### src/rtl/alu_selftest_ctrl_pkg.sv
// Shared definitions for the ALU self-test controller: FSM states and the
// built-in test vector set, reusable by both RTL and bench.
package alu_selftest_ctrl_pkg;

  typedef enum logic [1:0] {
    IDLE,
    WAIT,
    RUN,
    REPORT
  } state_e;

  localparam int unsigned NUM_VEC = 5;

  typedef struct packed {
    logic [31:0] a;
    logic [31:0] b;
    logic [2:0]  alucont;
    logic [31:0] result;
    logic        zero;
  } test_vec_t;

  localparam test_vec_t V0 = '{a: 32'hF0F0F0F0, b: 32'h0FF00FF0, alucont: 3'b000,
                               result: 32'h00F000F0, zero: 1'b0};
  localparam test_vec_t V1 = '{a: 32'hF0F0F0F0, b: 32'h0FF00FF0, alucont: 3'b001,
                               result: 32'hFFF0FFF0, zero: 1'b0};
  localparam test_vec_t V2 = '{a: 32'h7FFFFFFF, b: 32'h00000001, alucont: 3'b010,
                               result: 32'h80000000, zero: 1'b0};
  localparam test_vec_t V3 = '{a: 32'h00000005, b: 32'h00000005, alucont: 3'b110,
                               result: 32'h00000000, zero: 1'b1};
  localparam test_vec_t V4 = '{a: 32'h00000003, b: 32'h00000007, alucont: 3'b111,
                               result: 32'h00000001, zero: 1'b0};

  function automatic test_vec_t get_test_vec(input logic [2:0] idx);
    test_vec_t v;
    case (idx)
      3'd0:    v = V0;
      3'd1:    v = V1;
      3'd2:    v = V2;
      3'd3:    v = V3;
      3'd4:    v = V4;
      default: v = '0;
    endcase
    return v;
  endfunction

endpackage

### src/rtl/alu_test_rom.sv
// Combinational lookup of the self-test vector and its expected ALU response.
module alu_test_rom
  import alu_selftest_ctrl_pkg::*;
(
  input  logic [2:0]  idx,
  output logic [31:0] a,
  output logic [31:0] b,
  output logic [2:0]  alucont,
  output logic [31:0] exp_result,
  output logic        exp_zero
);

  test_vec_t vec;

  assign vec        = get_test_vec(idx);
  assign a          = vec.a;
  assign b          = vec.b;
  assign alucont    = vec.alucont;
  assign exp_result = vec.result;
  assign exp_zero   = vec.zero;

endmodule

### src/rtl/alu_selftest_ctrl.sv
// Periodic ALU self-test: steals CPU-idle cycles on the shared voted ALU,
// checks its responses against a fixed vector set and tracks pass/fail sweeps.
module alu_selftest_ctrl
  import alu_selftest_ctrl_pkg::*;
#(
  parameter int unsigned TEST_PERIOD = 256,
  parameter int unsigned FAULT_LIMIT = 2
) (
  input  logic        clk,
  input  logic        reset,
  input  logic        test_en,
  input  logic        cpu_req,
  input  logic [31:0] cpu_a,
  input  logic [31:0] cpu_b,
  input  logic [2:0]  cpu_alucont,
  output logic [31:0] alu_a,
  output logic [31:0] alu_b,
  output logic [2:0]  alu_alucont,
  input  logic [31:0] alu_result,
  input  logic        alu_zero,
  output logic        test_busy,
  output logic [7:0]  test_pass_cnt,
  output logic [3:0]  fault_cnt,
  output logic        alu_fault
);

  localparam logic [15:0] LAST_IDLE = 16'(TEST_PERIOD - 1);
  localparam logic [3:0]  FAULT_LIM = 4'(FAULT_LIMIT);
  localparam logic [2:0]  LAST_IDX  = 3'(NUM_VEC - 1);

  state_e      state_q, state_d;
  logic [15:0] idle_cnt_q, idle_cnt_d;
  logic [2:0]  idx_q, idx_d;
  logic        fail_q, fail_d;
  logic [7:0]  pass_cnt_q, pass_cnt_d;
  logic [3:0]  fault_cnt_q, fault_cnt_d;
  logic        fault_q, fault_d;

  logic [31:0] rom_a, rom_b, rom_result;
  logic [2:0]  rom_alucont;
  logic        rom_zero;
  logic        vec_sel, vec_ok;

  alu_test_rom u_rom (
    .idx        (idx_q),
    .a          (rom_a),
    .b          (rom_b),
    .alucont    (rom_alucont),
    .exp_result (rom_result),
    .exp_zero   (rom_zero)
  );

  // CPU always wins the ALU; a vector is only presented on idle RUN cycles
  assign vec_sel     = (state_q == RUN) && !cpu_req;
  assign alu_a       = vec_sel ? rom_a       : cpu_a;
  assign alu_b       = vec_sel ? rom_b       : cpu_b;
  assign alu_alucont = vec_sel ? rom_alucont : cpu_alucont;
  assign vec_ok      = ({alu_result, alu_zero} == {rom_result, rom_zero});

  always_comb begin
    state_d     = state_q;
    idle_cnt_d  = idle_cnt_q;
    idx_d       = idx_q;
    fail_d      = fail_q;
    pass_cnt_d  = pass_cnt_q;
    fault_cnt_d = fault_cnt_q;
    case (state_q)
      IDLE: begin
        if (test_en) begin
          state_d    = WAIT;
          idle_cnt_d = '0;
        end
      end
      WAIT: begin
        if (!test_en) begin
          state_d = IDLE;
        end else if (!cpu_req) begin
          if (idle_cnt_q == LAST_IDLE) begin
            state_d = RUN;
            idx_d   = '0;
            fail_d  = 1'b0;
          end else begin
            idle_cnt_d = idle_cnt_q + 16'd1;
          end
        end
      end
      RUN: begin
        if (!test_en) begin
          state_d = IDLE;
        end else if (!cpu_req) begin
          if (!vec_ok) fail_d = 1'b1;
          if (idx_q == LAST_IDX) state_d = REPORT;
          else                   idx_d   = idx_q + 3'd1;
        end
      end
      REPORT: begin
        // The tally always completes here, even if test_en has just dropped
        if (fail_q) begin
          if (fault_cnt_q != '1) fault_cnt_d = fault_cnt_q + 4'd1;
        end else if (pass_cnt_q != '1) begin
          pass_cnt_d = pass_cnt_q + 8'd1;
        end
        idle_cnt_d = '0;
        state_d    = test_en ? WAIT : IDLE;
      end
      default: state_d = IDLE;
    endcase
    fault_d = fault_q | (fault_cnt_d >= FAULT_LIM);
  end

  always_ff @(posedge clk) begin
    if (reset) begin
      state_q     <= IDLE;
      idle_cnt_q  <= '0;
      idx_q       <= '0;
      fail_q      <= 1'b0;
      pass_cnt_q  <= '0;
      fault_cnt_q <= '0;
      fault_q     <= 1'b0;
    end else begin
      state_q     <= state_d;
      idle_cnt_q  <= idle_cnt_d;
      idx_q       <= idx_d;
      fail_q      <= fail_d;
      pass_cnt_q  <= pass_cnt_d;
      fault_cnt_q <= fault_cnt_d;
      fault_q     <= fault_d;
    end
  end

  assign test_busy     = (state_q == RUN) || (state_q == REPORT);
  assign test_pass_cnt = pass_cnt_q;
  assign fault_cnt     = fault_cnt_q;
  assign alu_fault     = fault_q;

endmodule

### config.mk
export PLATFORM = sky130hd
export DESIGN_NAME = alu_selftest_ctrl
export DESIGN_NICKNAME = d
export VERILOG_FILES = /design/src/rtl/alu_selftest_ctrl_pkg.sv /design/src/rtl/alu_test_rom.sv /design/src/rtl/alu_selftest_ctrl.sv
export SDC_FILE = /design/constraint.sdc
export NUM_CORES = 1
export LEC_CHECK = 0
export CORE_MARGIN = 3
export CORE_UTILIZATION = 39
export DETAILED_ROUTE_END_ITERATION = 12
export HOLD_SLACK_MARGIN = 0.12
export MAX_ROUTING_LAYER = met4
export PLACE_DENSITY = 0.87
export SYNTH_ARGS = -nofsm -noshare
export SYNTH_HDL_FRONTEND = slang
export SYNTH_SLANG_ARGS = --single-unit
### constraint.sdc
create_clock -name clk -period 4.4 [get_ports clk]
set_clock_uncertainty 0.1 [all_clocks]
set_input_delay 0.66 -clock clk [delete_from_list [all_inputs] [get_ports clk]]
set_output_delay 0.66 -clock clk [all_outputs]
set_load 0.005 [all_outputs]
Word level (Yosys, flattened, before mapping):

Cells that the tools add are included.

* divide/modulo/power cells: 0
* multiply operators: 0
* bitwise gates (word level): 2
* add/sub/neg operators: 4
* $lt $le $gt $ge: 1
* shift-type cells: 0
* mux-type cells: 35
* reductions and logical operators: 12
* eq/ne operators: 24

Operators with widths (number)
* 100-bit one-hot mux with 5 select lines: 1
* 16-bit 2-to-1 mux: 4
* 32-bit 2-to-1 mux: 2
* 16-bit one-hot mux with 3 select lines: 1
* 33-bit == test: 1
* 3-bit 2-to-1 mux: 7
* 2-bit inequality test (second input constant): 9
* 16-bit by 1-bit adder with 16-bit output (second input constant): 1
* 16-bit by 8-bit == test with 1-bit output (second input constant): 1
* 2-bit 2-to-1 mux: 7
* 7-bit AND reduction: 2
* 4-bit 2-to-1 mux: 3
* 5-bit AND reduction: 2
* 3-bit inequality test (second input constant): 3
* 8-bit by 1-bit adder with 8-bit output (second input constant): 1
* 8-bit inequality test (second input constant): 1
* 2-bit one-hot mux with 4 select lines: 1
* 1-bit 2-to-1 mux: 7
* 3-bit by 2-bit == test with 1-bit output (second input constant): 2
* 3-bit one-hot mux with 2 select lines: 1
* 4-bit by 1-bit adder with 4-bit output (second input constant): 1
* 2-bit == test (second input constant): 2
* 4-bit by 2-bit >= comparator with 1-bit output (second input constant): 1
* 4-bit inequality test (second input constant): 1
* other kinds (16): 16

* bits in read-only memories: 0
* bits of input ports: 104
* logic and storage cells: 85
* output and inout port bits: 81
* register bits after elaboration: 35
* memory bits (writable): 0
* latch bits: 0
* memories: 0

Depth between registers and ports, before layout:

Gate-level depths: netlist of run 1.

* word-level depth: 7
* mapped depth: 9
* mapped depth without buffers: 8

Cells and area by module:

A second synthesis of run 1 with hierarchy kept.

* cells, all modules: 450
* area total of the unflattened synthesis: 3786.1 µm²

Modules (own cells, without submodules)
* alu_selftest_ctrl: seq. area each 700.7 µm², cells an instance 343, instances 1, area each 2996.6 µm²
* alu_test_rom: seq. area each 0.0 µm², cells an instance 107, instances 1, area each 789.5 µm²

Worst setup path after synthesis of run 1:

Ideal clock, no wire load.

* path type: flip-flop to output port
* from: register state_q[0]
* to: output port alu_a[13]
* cell stages (with the launch flop): 10
* arrival: 1818 ps
* required time: 3640 ps
* path slack: 1822 ps
* path buffers: 3
* path through: dfxtp_1 -> inv_1 -> ha_1 -> clkbuf_1 -> nor2b_1 -> and2_1 -> buf_2 -> a31o_2 -> buf_2 -> a21o_1

* cells in the longest elaborated chain, start to end: 3

Ends and longest elaborated chain
* start, declared: line alu_selftest_ctrl.sv:31 `state_e state_q, state_d;`
* start signal, assigned: line alu_selftest_ctrl.sv:121 `state_q <= state_d;`
* 2-bit == test: line alu_selftest_ctrl.sv:54 `assign vec_sel = (state_q == RUN) && !cpu_req;`
* 1-bit logical AND: line alu_selftest_ctrl.sv:54
* 32-bit 2-to-1 mux: line alu_selftest_ctrl.sv:55 `assign alu_a = vec_sel ? rom_a : cpu_a;`
* end, declared: line alu_selftest_ctrl.sv:16 `output logic [31:0] alu_a,`

Every way passes these cells.

Worst setup path in the final report of run 1:

* from: input port cpu_req
* to: output port alu_b[10]

* cells in the longest elaborated chain, start to end: 3

Ends and longest elaborated chain
* start, declared: line alu_selftest_ctrl.sv:12 `input logic cpu_req,`
* 1-bit logical NOT
* 1-bit logical AND: line alu_selftest_ctrl.sv:54
* 32-bit 2-to-1 mux: line alu_selftest_ctrl.sv:56 `assign alu_b = vec_sel ? rom_b : cpu_b;`
* end, declared: line alu_selftest_ctrl.sv:17 `output logic [31:0] alu_b,`

Every way passes these cells.

==> metrics.csv, run 1 <==
metric,value,unit
Longest Clk Path Bufs,2,
final WL,9796,µm
Mapped Area,0.002724,mm²
Antenna Cells,0,
# hold bufs at CTS,0,
Max IR drop VDD,0.2348,mV
worst min path class,reg -> reg,
R2R depth,8,
Final min period,3.727,ns
Port Buffers,184,
GR Util All Layers,22.73,%
CP Capture Type,output port,
"Data required, critical path",3.64,ns
Max Freq,0.2683,GHz
number of synthesized flops with an enable pin,0,
Setup Viol. Count Final,0,
max_cap viols,0,
cells after synthesis,354,
# rows,29,
GPL Wtd Cong,0.8910,
Inst Count DP,615,
Ys Warns,0,
vias per cell,5.157,
Die ar.,0.008023,mm²
share of cells above drive strength 1,4.528,%
Reg2Reg Setup Slack,2.08,ns
"Reg clk slew, reported paths",0.07,ns
Final Worst Setup Slack,0.6726,ns
"non-filler cells, final",623,
syn_nets,471,
static leakage,1.971,nW
H-tree depth,2,
sequential fraction of the synthesis area,25.72,%
max-slew violations,0,
TritonCTS clock tree,yes,
"antenna viol nets, final",0,
count of clock tree sinks,35,
io pins,185,
pwr/cell area,189.2,mW/mm²
Initial Util,41.47,%
crit share post-route,84.71,%
Skew-Pair Late Insertion Delay,0.29,ns
setup bufs post-CTS,0,
hpwl dp,8075,µm
Startpoint Class,input pin,
first-pass GRT wire length,13870,µm
Die H,89.57,µm
core box area,0.006568,mm²
total grt overflow,0,
pre-CTS setup slack,0.6787,ns
pin count of the biggest net entering global routing,47,
DIE WIDTH,89.57,µm
Synth async-reset ratio,0,%
CTS Buf Count,5,
flip-flop and latch count after synthesis,35,
initial antenna violation count,0,
RSZ-0062 raised after global routing,false,
status,finished clean,
number of global-route vias before repair,2902,
WL/cell,15.72,µm
final-stage net count,646,
Setup CP Type,in -> out,
Slew Limit Headroom,45.65,%
final hold viol count,0,
Area Growth Syn to Fin,74.14,%
distinct cell type count of the synthesized netlist,51,
DR vias,3213,
Hold Worst Slack,0.4040,ns
Worst-Margin Slew,0.8126,ns
hold depth,2,
# DRC,0,
crit path max fanout,46,
CP arrival,2.97,ns
Root Driver,clkbuf_8,
prevailing post-synth register cell,dfxtp_1,
post_cts resized,0,
TNS Setup,0,ns
Avg Inst Size Synth,7.695,µm²
first-pass detailed-route iteration total,4,
Starting DRT DRC Count,107,
## cell type report
type | count | area (µm²)
Multi-Input combinational cell | 293 | 1923
Timing Repair Buffer | 187 | 1864
Fill cell | 528 | 1824
Sequential cell | 35 | 700.7
Tap cell | 93 | 116.4
Clock buffer | 5 | 68.82
Clock inverter | 3 | 43.79
Inverter | 7 | 26.28
## stage by stage
step	power (W)	area (µm²)	utilization, %
2_1_floorplan	0.0004319	2724	-
3_3_place_gp	0.0006133	4631	70.51
3_5_place_dp	0.0006204	4631	70.51
4_1_cts	0.0009078	4743	72.22
5_1_grt	0.0009409	4743	72.22
6_report	0.0008976	4743	72.22
## synthesized netlist by cell type, types with 6 or more instances
| library cell | instances | share of area, % |
|---|---|---|
| nor2b_1 | 7 | 1.6 |
| inv_1 | 7 | 0.96 |
| ha_1 | 13 | 6.0 |
| nor4_1 | 6 | 1.4 |
| xnor2_1 | 8 | 2.6 |
| a21o_1 | 34 | 9.4 |
| and2_1 | 15 | 3.4 |
| nor3_1 | 6 | 1.1 |
| nand4_1 | 9 | 2.1 |
| clkbuf_1 | 14 | 1.9 |
| nand3_1 | 13 | 2.4 |
| nand2_1 | 43 | 5.9 |
| o21ai_0 | 8 | 1.5 |
| xor2_1 | 15 | 4.8 |
| and3_1 | 9 | 2.1 |
| dfxtp_1 | 35 | 26 |
| a21oi_1 | 12 | 2.2 |
| nor2_1 | 40 | 5.5 |
## worst max-delay path, stage by stage
cell,delay [ns]
clkdlybuf4s50_1,0.60
nand2b_2,0.70
buf_4,0.34
a21o_1,0.15
clkdlybuf4s50_1,0.50
## routing by layer
metal	routed length (µm)	global-route usage (%)	vias up
li1	-	-	1600
met1	3776	24.00	1481
met2	5148	41.49	107
met3	565	3.376	25
met4	306	10.15	0
met5	0	-	-
## where the power goes
part / internal, W / total [W] / leakage, nW / switching (W)
sequential: 0.000320 / 0.000325 / 0.282 / 0.00000462
clock: 0.000168 / 0.000283 / 0.0581 / 0.000115
combinational: 0.000190 / 0.000290 / 1.63 / 0.0000996
## cells by family (layout without fill, tap and decap cells)
kind of cell / after synthesis / after routing / share of synthesized area [%]
AO/OA/AOI/OAI: 79 / 79 / 22.42
adder cells (fa/ha/maj): 13 / 13 / 5.972
flip-flops: 35 / 35 / 25.72
XOR/XNOR: 23 / 23 / 7.396
multiplexers: 4 / 4 / 1.516
AND/OR/NAND/NOR: 174 / 174 / 33.21
buffers and inverters: 26 / 202 / 3.767
## registers in the layout, summed over array words and instances (netlist names)
| register | cells |
|---|---|
| alu_fault | 1 |
| fail_q | 1 |
| fault_cnt | 4 |
| idle_cnt_q | 16 |
| idx_q | 3 |
| state_q | 2 |
| test_pass_cnt | 8 |
## final timing paths
check | startpoint | endpoint
min reg2reg | idle_cnt_q[1]$_SDFFE_PP0P_ | idle_cnt_q[1]$_SDFFE_PP0P_
max reg2reg | state_q[0]$_SDFFE_PP0P_ | fail_q$_SDFFE_PP0P_
max | cpu_req | alu_b[10]
min | idle_cnt_q[1]$_SDFFE_PP0P_ | idle_cnt_q[1]$_SDFFE_PP0P_
## cell usage in the layout, fill, tap and decap left out, types with 2 or more instances in the layout
master           synthesis  final
a211o_1                  2      2
o31ai_1                  2      2
o21ai_1                  2      2
o21a_1                   2      2
o21ai_0                  8      8
a21oi_1                 12     12
xor2_1                  15     15
inv_1                    7      7
and4_1                   3      3
and3_1                   9      9
nor4_1                   6      6
or3_1                    4      4
clkdlybuf4s50_1          0    184
nor3_1                   6      6
nand3b_1                 3      3
mux2i_1                  3      3
and2_1                  15     15
nand3_1                 13     13
a31oi_1                  5      5
a21o_1                  34     34
xnor2_1                  8      8
buf_4                    0      3
dfxtp_1                 35     35
ha_1                    13     13
nor2_1                  40     40
nand4_1                  9      9
nand4_2                  2      2
a2111oi_4                2      2
nand4b_1                 2      2
nand2_1                 43     43
nand2b_1                 5      4
nor2b_1                  7      7
clkbuf_8                 0      5
Power figures use the tool's default switching activity.
==> run 2, diff against run 1 <==
CORE_UTILIZATION = 36   (was 39)
PLACE_DENSITY = 0.81   (was 0.87)
clock period = 3.8 ns   (was 4.4 ns; I/O delays follow)
==> run 2 against run 1 <==
Non-clock buffer count increased by 2. Total power increased by 25%. First-iteration DRC count decreased by 21%. Utilization decreased by 6.4 points. Global-route usage increased by 0.13 points. Register-to-register slack got worse by 0.64 ns. Largest cell class unchanged. Highest routed layer unchanged.
==> metrics.csv, run 2 (synthesis gave the netlist of run 1 again) <==
metric,value,unit,change
status,finished clean,,
Root Driver,clkbuf_8,,
GPL Wtd Cong,0.8504,,-4.6%
worst min path class,reg -> reg,,
crit share post-route,86.44,%,
core box area,0.007292,mm²,+11%
# hold bufs at CTS,0,,unchanged
final hold viol count,0,,unchanged
io pins,185,,unchanged
max reg flops,16,,unchanged
count of clock tree sinks,35,,unchanged
met1 GRT Util,22.80,%,-1.2 points
Setup Viol. Count Final,0,,unchanged
Skew-Pair Late Insertion Delay,0.29,ns,about the same
Longest Clk Path Bufs,2,,unchanged
initial antenna violation count,0,,unchanged
M2 GR Usage,43.97,%,+2.5 points
crit path from,cpu_req,,
Hold Worst Slack,0.4003,ns,-0.003691 ns
Reg-to-Reg Start,state_q[0]$_SDFFE_PP0P_,,
post_cts resized,0,,unchanged
CP arrival,2.61,ns,-0.36 ns
Starting DRT DRC Count,85,,-21%
share of cells above drive strength 1,4.887,%,+0.36 points
Die ar.,0.008646,mm²,+7.8%
GR Util All Layers,22.87,%,+0.13 points
Max IR drop VDD,0.3526,mV,+50%
most frequent cells in the layout,"clkdlybuf4s50_1 (184), nand2_1 (43), nor2_1 (40)",,
setup bufs post-CTS,0,,unchanged
Setup CP Type,in -> out,,
# rows,31,,+6.9%
GR Util met3,5.712,%,+2.3 points
WL/cell,16.12,µm,+2.5%
Antenna Cells,0,,unchanged
final-stage net count,648,,+0.31%
number of global-route vias before repair,3063,,+5.5%
CP Capture Type,output port,,
TritonCTS clock tree,yes,,
# DRC,0,,unchanged
DR vias,3187,,-0.81%
Port Buffers,184,,unchanged
busiest layer in global routing,met2,,
"Reg clk slew, reported paths",0.08,ns,about the same
H-tree depth,2,,unchanged
pin count of the biggest net entering global routing,39,,-17%
final WL,10170,µm,+3.9%
Final min period,3.285,ns,
first-pass GRT wire length,15530,µm,+12%
max-slew violations,0,,unchanged
pwr/cell area,233.1,mW/mm²,+23%
Max Freq,0.3044,GHz,
Initial Util,37.35,%,-4.1 points
max_cap viols,0,,unchanged
crit path max fanout,15,,-67%
Die H,92.99,µm,+3.8%
vias per cell,5.051,,-2.1%
Biggest register,idle_cnt_q,,
first-pass detailed-route iteration total,4,,unchanged
DIE WIDTH,92.99,µm,+3.8%
Worst-Margin Slew,0.8311,ns,+0.01842 ns
TNS Setup,0,ns,unchanged
hpwl dp,8491,µm,+5.2%
RSZ-0062 raised after global routing,false,,
CTS Buf Count,5,,unchanged
"Data required, critical path",3.13,ns,-0.51 ns
"most common cell after layout, fill and taps aside",clkdlybuf4s50_1,,
Area Growth Syn to Fin,76.30,%,
static leakage,1.994,nW,+1.1%
"antenna viol nets, final",0,,unchanged
hold path startpoint,idle_cnt_q[1]$_SDFFE_PP0P_,,
Slew Limit Headroom,44.42,%,-1.2 points
Startpoint Class,input pin,,
total grt overflow,0,,unchanged
## run 2: cell types whose count changed in the layout (fill, tap and decap cells not counted), sizes merged
cell / change
clkinvlp: +1
buf: +2
bufinv: +1
clkinv: -2
## run 2: cell type report
| cell class | instances | area, µm² |
|---|---|---|
| fillers | 628 | 2490 |
| multi-input cells | 293 | 1923 |
| clock buffers | 5 | 68.82 |
| inverters | 7 | 26.28 |
| clock inverters | 3 | 67.56 |
| flip-flops and latches | 35 | 700.7 |
| well taps | 99 | 123.9 |
| repair buffers | 189 | 1892 |
## run 2: metal layers
| metal | up-vias | share of wire, % |
|---|---|---|
| met4 | 0 | 1.7 |
| met1 | 1465 | 37 |
| met5 | - | 0 |
| li1 | 1600 | - |
| met2 | 107 | 54 |
| met3 | 15 | 7.2 |
## run 2: where the power goes
part           switching (W)  internal, W
combinational       0.000120     0.000221
sequential        0.00000485     0.000371
clock               0.000140     0.000262
total               0.000266     0.000854
## run 2: stage by stage
stage	setup slack [ns]	util (%)	total power (W)	area, µm²	std cells
after floorplan	1.312	-	0.0005001	2724	354
after global placement	0.5897	63.98	0.0007156	4666	623
after detailed placement	0.5220	63.98	0.0007243	4666	623
after CTS	0.5221	65.85	0.001126	4802	631
after global routing	0.3368	65.85	0.001162	4802	631
final	0.5153	65.85	0.001119	4802	631
## run 2: final timing paths
kind	slack (ns)	cells after the start	to
max	0.52	7	alu_a[4]
min	0.40	2	idle_cnt_q[1]$_SDFFE_PP0P_
max reg2reg	1.44	9	fail_q$_SDFFE_PP0P_
min reg2reg	0.40	2	idle_cnt_q[1]$_SDFFE_PP0P_
## run 2: worst max-delay path, cell delays in order
cell,delay [ns]
clkdlybuf4s50_1,0.52
nor2b_1,0.24
buf_4,0.19
and2_1,0.15
a31o_2,0.31
a21o_1,0.12
clkdlybuf4s50_1,0.50
==> run 3, diff against run 2 <==
CAP_MARGIN = 20   (was default)
CTS_CLUSTER_SIZE = 24   (was default)
clock period = 3.3 ns   (was 3.8 ns; I/O delays follow)
==> run 3 against run 2 <==
Via count stayed put. Hold slack better by 0.0024 ns. Count of clock-buffer cells in the layout is 1 higher. Total power shrank 0.11%. Utilization is 0.33 points lower. Cell area shrank 0.50%.
==> metrics.csv, run 3 (synthesis gave the netlist of run 1 again) <==
metric,value,unit,change
Setup Viol. Count Final,0,,unchanged
CTS Buf Count,5,,unchanged
status,finished clean,,
Setup CP Type,reg -> out,,
Root Driver,clkbuf_8,,
"Data required, critical path",2.70,ns,-0.43 ns
CP Capture Type,output port,,
setup bufs post-CTS,0,,unchanged
Biggest register,idle_cnt_q,,
count of clock tree sinks,35,,unchanged
"antenna viol nets, final",0,,unchanged
final WL,9982,µm,-1.9%
CP arrival,2.44,ns,-0.17 ns
crit share post-route,91.89,%,
final design utilization,65.53,%,-0.33 points
first-pass detailed-route iteration total,4,,unchanged
max reg flops,16,,unchanged
crit path max fanout,15,,unchanged
total grt overflow,0,,unchanged
io pins,185,,unchanged
Worst-Margin Slew,0.4343,ns,-0.3968 ns
Final min period,3.032,ns,
Area Growth Syn to Fin,75.42,%,
DR vias,3187,,unchanged
TritonCTS clock tree,yes,,
GR Util All Layers,22.37,%,-0.49 points
Startpoint Class,register,,
final-stage net count,650,,+0.31%
hold path startpoint,idle_cnt_q[1]$_SDFFE_PP0P_,,
Longest Clk Path Bufs,2,,unchanged
Max IR drop VDD,0.3424,mV,-2.9%
vias per cell,5.035,,-0.32%
Reg-to-Reg Start,idx_q[0]$_SDFFE_PP0P_,,
pin count of the biggest net entering global routing,27,,-31%
worst min path class,reg -> reg,,
Antenna Cells,0,,unchanged
DIE WIDTH,92.99,µm,unchanged
post_cts resized,0,,unchanged
share of cells above drive strength 1,5.056,%,+0.17 points
TNS Setup,0,ns,unchanged
Starting DRT DRC Count,78,,-8.2%
static leakage,1.986,nW,-0.39%
wire length on met2,5207,µm,-4.7%
first-pass GRT wire length,15010,µm,-3.3%
register area,700.7,µm²,unchanged
# DRC,0,,unchanged
# hold bufs at CTS,0,,unchanged
wl on met1,3691,µm,-2.8%
max_cap viols,0,,unchanged
Max Used Layer,met4,,
"most common cell after layout, fill and taps aside",clkdlybuf4s50_1,,
number of global-route vias before repair,2888,,-5.7%
Max Freq,0.3298,GHz,
DR WL met3,770,µm,+4.6%
crit path from,idx_q[0]$_SDFFE_PP0P_,,
Hold Worst Slack,0.4026,ns,+0.002360 ns
Skew-Pair Late Insertion Delay,0.28,ns,about the same
fill count,625,,-0.48%
area of the multi-input gates,0.001923,mm²,unchanged
Slew Limit Headroom,70.96,%,+27 points
core box area,0.007292,mm²,unchanged
pwr/cell area,234.0,mW/mm²,+0.38%
final hold viol count,0,,unchanged
max-slew violations,0,,unchanged
GPL Wtd Cong,0.8383,,-1.4%
Initial Util,37.35,%,unchanged
"Reg clk slew, reported paths",0.07,ns,about the same
H-tree depth,2,,unchanged
WL/cell,15.77,µm,-2.2%
hpwl dp,8382,µm,-1.3%
Port Buffers,184,,unchanged
RSZ-0062 raised after global routing,false,,
Die H,92.99,µm,unchanged
# rows,31,,unchanged
initial antenna violation count,0,,unchanged
most frequent cells in the layout,"clkdlybuf4s50_1 (184), nand2_1 (43), nor2_1 (40)",,
post-layout power,0.001118,W,-0.11%
Die ar.,0.008646,mm²,unchanged
## run 3: cell type report
class                           count  share of cell area, %
Clock buffer                        6                  1.519
Sequential cell                    35                  14.66
Inverter                            7                 0.5499
Clock inverter                      2                 0.2618
Multi-Input combinational cell    293                  40.25
Timing Repair Buffer              191                  40.17
Tap cell                           99                  2.592
## run 3: critical path, cell delays in order (launching register included)
cell and delay (ns):
dfxtp_1 0.36, inv_1 0.10, ha_1 0.31, o21ba_4 0.25, and2_1 0.17, a31o_2 0.32
a21o_1 0.19, clkdlybuf4s50_1 0.45
## run 3: report_power, final
group | leakage (nW) | internal (W) | total, W | switching [W]
clock | 0.0412 | 0.000147 | 0.000295 | 0.000148
combinational | 1.66 | 0.000256 | 0.000391 | 0.000134
sequential | 0.282 | 0.000427 | 0.000433 | 0.00000551
total | 1.99 | 0.000830 | 0.00112 | 0.000288
## run 3: worst paths after layout
path                                                   end  slack (ns)  depth (start not counted)
worst max-delay path                              alu_a[4]        0.27                          7
worst min-delay path            idle_cnt_q[1]$_SDFFE_PP0P_        0.40                          2
worst max register to register         fail_q$_SDFFE_PP0P_        0.99                          8
worst min register to register  idle_cnt_q[1]$_SDFFE_PP0P_        0.40                          2
## run 3: routing by layer
metal / GRT usage, % / vias to the layer above
li1: - / 1599
met1: 23.47 / 1455
met2: 39.89 / 113
met5: - / -
met4: 9.035 / 0
met3: 5.873 / 20
## run 3: per-stage QoR
step	area [µm²]	setup slack, ns	instances
finish	4778	0.2675	633
global route	4778	0.1414	633
CTS	4778	0.2569	633
detailed placement	4693	0.2952	625
global placement	4693	0.3437	625
floorplan	2724	0.8869	354
